[config.mk]
export PLATFORM = sky130hd
export DESIGN_NAME = threshold_trigger
export DESIGN_NICKNAME = d
export VERILOG_FILES = /design/src/rtl/sample_discriminator_pkg.sv /design/src/rtl/threshold_trigger.sv
export SDC_FILE = /design/constraint.sdc
export NUM_CORES = 1
export LEC_CHECK = 0
export CORE_UTILIZATION = 50
export CTS_CLUSTER_SIZE = 8
export DETAILED_ROUTE_END_ITERATION = 10
export GPL_TIMING_DRIVEN = 0
export PLACE_DENSITY = 0.83
export SYNTH_ARGS = -nofsm -noshare
export SYNTH_HDL_FRONTEND = slang
export SYNTH_SLANG_ARGS = --single-unit
[constraint.sdc]
create_clock -name clk -period 5.7 [get_ports clk]
set_input_delay 1.14 -clock clk [delete_from_list [all_inputs] [get_ports clk]]
set_output_delay 1.14 -clock clk [all_outputs]
set_load 0.01 [all_outputs]
[src/rtl/sample_discriminator_pkg.sv]
// Shared types and the per-lane step function for the sample discriminator.
// The lane step is written once here and reused by every lane of the scan loop.
package sample_discriminator_pkg;

    // Trigger state machine states.
    typedef enum logic [1:0] {
        DISARMED,
        ARMED,
        HOLDOFF
    } trig_state_t;

    // Comparisons are done at a fixed width wide enough for any supported sample width.
    // Samples and thresholds are sign-extended into this width before comparison.
    localparam int unsigned CMP_WIDTH = 32;

    typedef logic signed [CMP_WIDTH-1:0] cmp_sample_t;

    // Result of evaluating one lane: state to hand to the next lane, and whether it fired.
    typedef struct packed {
        trig_state_t next_state;
        logic        fire;
    } lane_result_t;

    // One lane takes at most one transition, so a single sample can never both arm
    // and fire, even when threshold_low is above threshold_high.
    function automatic lane_result_t lane_step(
        input trig_state_t state,
        input cmp_sample_t sample,
        input cmp_sample_t thr_high,
        input cmp_sample_t thr_low
    );
        lane_result_t res;
        res.next_state = state;
        res.fire       = 1'b0;
        case (state)
            DISARMED: begin
                if (sample < thr_low) begin
                    res.next_state = ARMED;
                end
            end
            ARMED: begin
                if (sample > thr_high) begin
                    res.fire       = 1'b1;
                    // The caller decides between DISARMED and HOLDOFF from the holdoff value.
                    res.next_state = DISARMED;
                end
            end
            default: begin
                res.next_state = state;
            end
        endcase
        return res;
    endfunction

endpackage

[src/rtl/threshold_trigger.sv]
// Rising threshold-crossing trigger with hysteresis and holdoff over a parallel
// sample stream. Emits a registered single-cycle pulse plus the lane that crossed.
module threshold_trigger
    import sample_discriminator_pkg::*;
#(
    parameter int unsigned SAMPLE_WIDTH     = 16,
    parameter int unsigned PARALLEL_SAMPLES = 2,
    parameter int unsigned TIMER_BITS       = 8,
    localparam int unsigned INDEX_WIDTH     =
        (PARALLEL_SAMPLES > 1) ? $clog2(PARALLEL_SAMPLES) : 1
) (
    input  logic                                   clk,
    input  logic                                   reset,
    input  logic                                   s_valid,
    input  logic [PARALLEL_SAMPLES*SAMPLE_WIDTH-1:0] s_data,
    input  logic [SAMPLE_WIDTH-1:0]                threshold_high,
    input  logic [SAMPLE_WIDTH-1:0]                threshold_low,
    input  logic [TIMER_BITS-1:0]                  holdoff,
    output logic                                   trig_pls,
    output logic [INDEX_WIDTH-1:0]                 trig_index,
    output logic                                   armed
);

    trig_state_t             state_q;
    logic [TIMER_BITS-1:0]   hold_cnt_q;
    logic                    trig_pls_q;
    logic [INDEX_WIDTH-1:0]  trig_index_q;

    trig_state_t             scan_state;
    logic                    scan_fire;
    logic [INDEX_WIDTH-1:0]  scan_index;
    lane_result_t            lane_res;
    cmp_sample_t             thr_high_ext;
    cmp_sample_t             thr_low_ext;
    cmp_sample_t             lane_sample;

    // Scan lanes oldest-first; each lane sees the state left by the previous one and
    // everything after the first firing lane is ignored.
    always_comb begin
        thr_high_ext = cmp_sample_t'($signed(threshold_high));
        thr_low_ext  = cmp_sample_t'($signed(threshold_low));
        scan_state   = state_q;
        scan_fire    = 1'b0;
        scan_index   = '0;
        lane_res     = '{next_state: state_q, fire: 1'b0};
        lane_sample  = '0;
        for (int k = 0; k < int'(PARALLEL_SAMPLES); k++) begin
            if (!scan_fire) begin
                lane_sample = cmp_sample_t'($signed(s_data[k*SAMPLE_WIDTH +: SAMPLE_WIDTH]));
                lane_res    = lane_step(scan_state, lane_sample, thr_high_ext, thr_low_ext);
                scan_state  = lane_res.next_state;
                if (lane_res.fire) begin
                    scan_fire  = 1'b1;
                    scan_index = INDEX_WIDTH'(k);
                end
            end
        end
    end

    // Trigger FSM with holdoff counter and registered pulse outputs.
    always_ff @(posedge clk) begin
        if (reset) begin
            state_q      <= DISARMED;
            hold_cnt_q   <= '0;
            trig_pls_q   <= 1'b0;
            trig_index_q <= '0;
        end else begin
            trig_pls_q   <= 1'b0;
            trig_index_q <= '0;
            case (state_q)
                HOLDOFF: begin
                    // Counts every cycle whether or not words arrive; words are dropped.
                    if (hold_cnt_q <= TIMER_BITS'(1)) begin
                        state_q    <= DISARMED;
                        hold_cnt_q <= '0;
                    end else begin
                        hold_cnt_q <= hold_cnt_q - TIMER_BITS'(1);
                    end
                end
                DISARMED, ARMED: begin
                    if (s_valid) begin
                        if (scan_fire) begin
                            trig_pls_q   <= 1'b1;
                            trig_index_q <= scan_index;
                            if (holdoff == '0) begin
                                state_q <= DISARMED;
                            end else begin
                                state_q    <= HOLDOFF;
                                hold_cnt_q <= holdoff;
                            end
                        end else begin
                            state_q <= scan_state;
                        end
                    end
                end
                default: begin
                    state_q    <= DISARMED;
                    hold_cnt_q <= '0;
                end
            endcase
        end
    end

    assign trig_pls   = trig_pls_q;
    assign trig_index = trig_index_q;
    assign armed      = (state_q == ARMED);

endmodule

==> run summary <==
Root Driver: clkbuf_8
P_int: 0.296 mW
Mapped Nets: 417
Die Height: 69.0 um
Die width: 69.0 um
# IOs: 78
Nets: 499
# rows: 24
Fin Hold WS: 550 ps
Tcrit/Tclk final: 0.665
Largest net degree at the start of global routing: 11
CP max-delay cell: clkdlybuf4s50_1
Global-route wire length before repair: 10200 um
Final setup viols: 0
Post-synth ARST share: 0
Core box area: 0.00432 mm^2
Worst R2R End: hold_cnt_q[0]
Initial Util: 0.520
Cells after Synth: 278
Slew Limit Fails: 0
Number of synthesized flops with an enable pin: 0
Ys flop type: dfxtp_1
Worst reg-to-reg path cell count: 6
Final core occ: 0.723
Most frequent cell after synthesis: ha_1
Area occupied by registers: 240 um^2
PostCTS Resize Cnt: 0
CTS max path bufs: 2
Warnings, synthesis: 0
Crit path cell chain: clkdlybuf4s50_1 -> inv_1 -> ha_1 -> and3_4 -> a221oi_2 -> a21oi_1 -> o41a_1 -> a211o_1 -> o22a_1 -> buf_6 -> or2_0 -> o211a_1
Clock power frac: 0.166
Number of global-route vias before repair: 2352
Worst Path Class, Setup: primary input to flop
Synth top area cells: ha_1 36%, dfxtp_1 11%, inv_1 6.8%
Clk pin slew, worst setup/hold paths: 50 ps
Gp weighted congestion: 0.868
Drc violations: 0
Area of the multi-input gates: 0.00183 mm^2
1st-pass router iterations: 4
Hold_buf cts: 0
Sequential area share after synthesis: 0.107
Crit path max-delay family: compound AO/OA/AOI/OAI gates
Crit start category: primary input
Hold Crit Class: flop to flop
Synth-to-Final Area Change: 39.0%
LEAKAGE: 1.53 nW
Worst-Margin Slew: 1070 ps
CP required: 5850 ps
Postcts setup bufs: 0
Ant. Diodes: 0
Reg power frac: 0.241
# H-tree levels: 1
Routed Antenna Nets: 0
Post-route minimum period: 3790 ps
Hold EP: state_q[0]
Fmax: 0.264 GHz
Skew-Pair Late Insertion Delay: 250 ps
Net Sw Power: 0.186 mW
Maximum VDD drop: 0.000145 V
Worst-path fanout max: 10
Initial antenna violation count: 0
Buf/Inv on CP: 3
Cell depth of the worst hold path: 2
Pwr Density: 154 mW/mm^2
Syn avg cell area: 8.08 um^2
Die area: 0.00477 mm^2
Final setup TNS: 0 ps
WP data arrival: 3940 ps
Grt ovf: 0
Routed len/inst: 14.8 um
Post-synthesis cell area: 0.00225 mm^2
CTS tree: done
FILL cells: 348
Clk_skew: 6.62 ps
Max cap viols: 0
Post-Layout Cell Count: 410
Final WL: 6080 um
TritonCTS Sinks: 12
Synthesized flop and latch total: 12
Initial DRC Count: 57
Critical Path Stages: 12
Final Hold Viols: 0
Status: finished clean
Ratio of cells with drive above 1 in the final layout: 0.0391
Vias per std cell: 5.69
Vias: 2333
Worst setup EP type: flop
Synth area leader: ha_1
Post-synth top cells: 64 x ha_1, 41 x inv_1, 19 x a21oi_1
Hold_sp: state_q[0]
Sw frac: 0.385
Slowest stage delay, CP: 450 ps
RSZ-0062 raised after global routing: no
Worst R2R Start: hold_cnt_q[4]
Synth top area share: 0.356
Total clock buffers created by CTS: 3
Gate power share: 0.594
Hpwl dp: 5270 um
Reg-to-reg slack, setup: 3270 ps
Post-Place Cells: 407
Synth cell types: 52
# port buffers: 77
Total GRT Usage: 0.261
Worst slew margin: 0.280
worst max path at each step:
stage | from | to | slack [ps]
floorplan | threshold_high[10] | hold_cnt_q[1] | 2250
global placement | threshold_high[10] | hold_cnt_q[1] | 1650
detailed placement | threshold_high[10] | hold_cnt_q[1] | 1660
CTS | threshold_high[10] | hold_cnt_q[1] | 1900
global route | threshold_high[6] | hold_cnt_q[1] | 1750
finish | threshold_high[10] | hold_cnt_q[1] | 1910
sequential cells by signal (all words and copies together), names as in the netlist:
| signal | flops |
|---|---|
| state_q | 2 |
| trig_index | 1 |
| trig_pls | 1 |
| hold_cnt_q | 8 |
metal layers:
metal,part of all wire,routed length [um],GRT usage,vias up
met5,0,0,0,-
met4,0.028,168,0.0930,0
met3,0.047,288,0.0409,18
met2,0.46,2800,0.444,82
met1,0.46,2820,0.332,1029
li1,-,-,-,1204
kinds of logic (layout without fill, tap and decap cells):
family                   Yosys count  after routing  synth area share
adder cells (fa/ha/maj)           64             64             0.356
multiplexers                       4              4            0.0184
flip-flops                        12             12             0.107
AND/OR/NAND/NOR                   70             70             0.169
buffers and inverters             44            124            0.0768
AO/OA/AOI/OAI                     79             79             0.253
XOR/XNOR                           5              5            0.0195
layout make-up:
class,count,share of cell area
plain buffers,3,0.00601
clock buffers,3,0.0132
inverters,41,0.0493
multi-input cells,222,0.587
flip-flops and latches,12,0.0769
well taps,52,0.0208
repair buffers,77,0.247
power by group through the flow:
stage	clock network [mW]	registers [mW]	logic [mW]
4_1_cts	0.0788	0.115	0.285
6_report	0.0798	0.116	0.286
3_3_place_gp	0	0.117	0.273
5_1_grt	0.0839	0.118	0.319
3_5_place_dp	0	0.117	0.282
2_1_floorplan	0	0.114	0.180
worst register-to-register path, stage by stage, from the launching register on:
cell and delay, ps:
dfxtp_1 340, nor4_1 440, nand2_1 170, o311ai_0 930
nor2_1 160, nor2b_1 190, a2111oi_2 70
layout by cell type (no fill, tap or decap), drive strengths merged, types with 2 or more instances in the layout:
cell / Yosys / final
clkdlybuf4s50: 0 / 77
ha: 64 / 64
inv: 41 / 41
a21oi: 19 / 19
nor2: 17 / 17
nand2: 13 / 13
dfxtp: 12 / 12
a21o: 11 / 11
o21ai: 10 / 10
nand4: 10 / 10
o211ai: 5 / 5
nor3: 5 / 5
clkbuf: 2 / 5
a211oi: 4 / 4
nor2b: 4 / 4
o221a: 4 / 4
and3: 4 / 4
a211o: 3 / 3
nand3: 3 / 3
a31oi: 3 / 3
o21bai: 3 / 3
xor2: 3 / 3
mux2i: 3 / 3
or4: 2 / 2
and4: 2 / 2
nor4: 2 / 2
nand3b: 2 / 2
o211a: 2 / 2
o32ai: 2 / 2
xnor2: 2 / 2
or2: 2 / 2
a2111oi: 2 / 2
metrics by stage:
step	setup WS (ps)	power, mW	area (um^2)
after floorplan	2250	0.294	2250
after global placement	1650	0.390	3080
after detailed placement	1660	0.399	3080
after CTS	1900	0.479	3120
after global routing	1750	0.522	3120
final	1910	0.482	3120
Note: power is estimated with default switching activity, not from simulation.
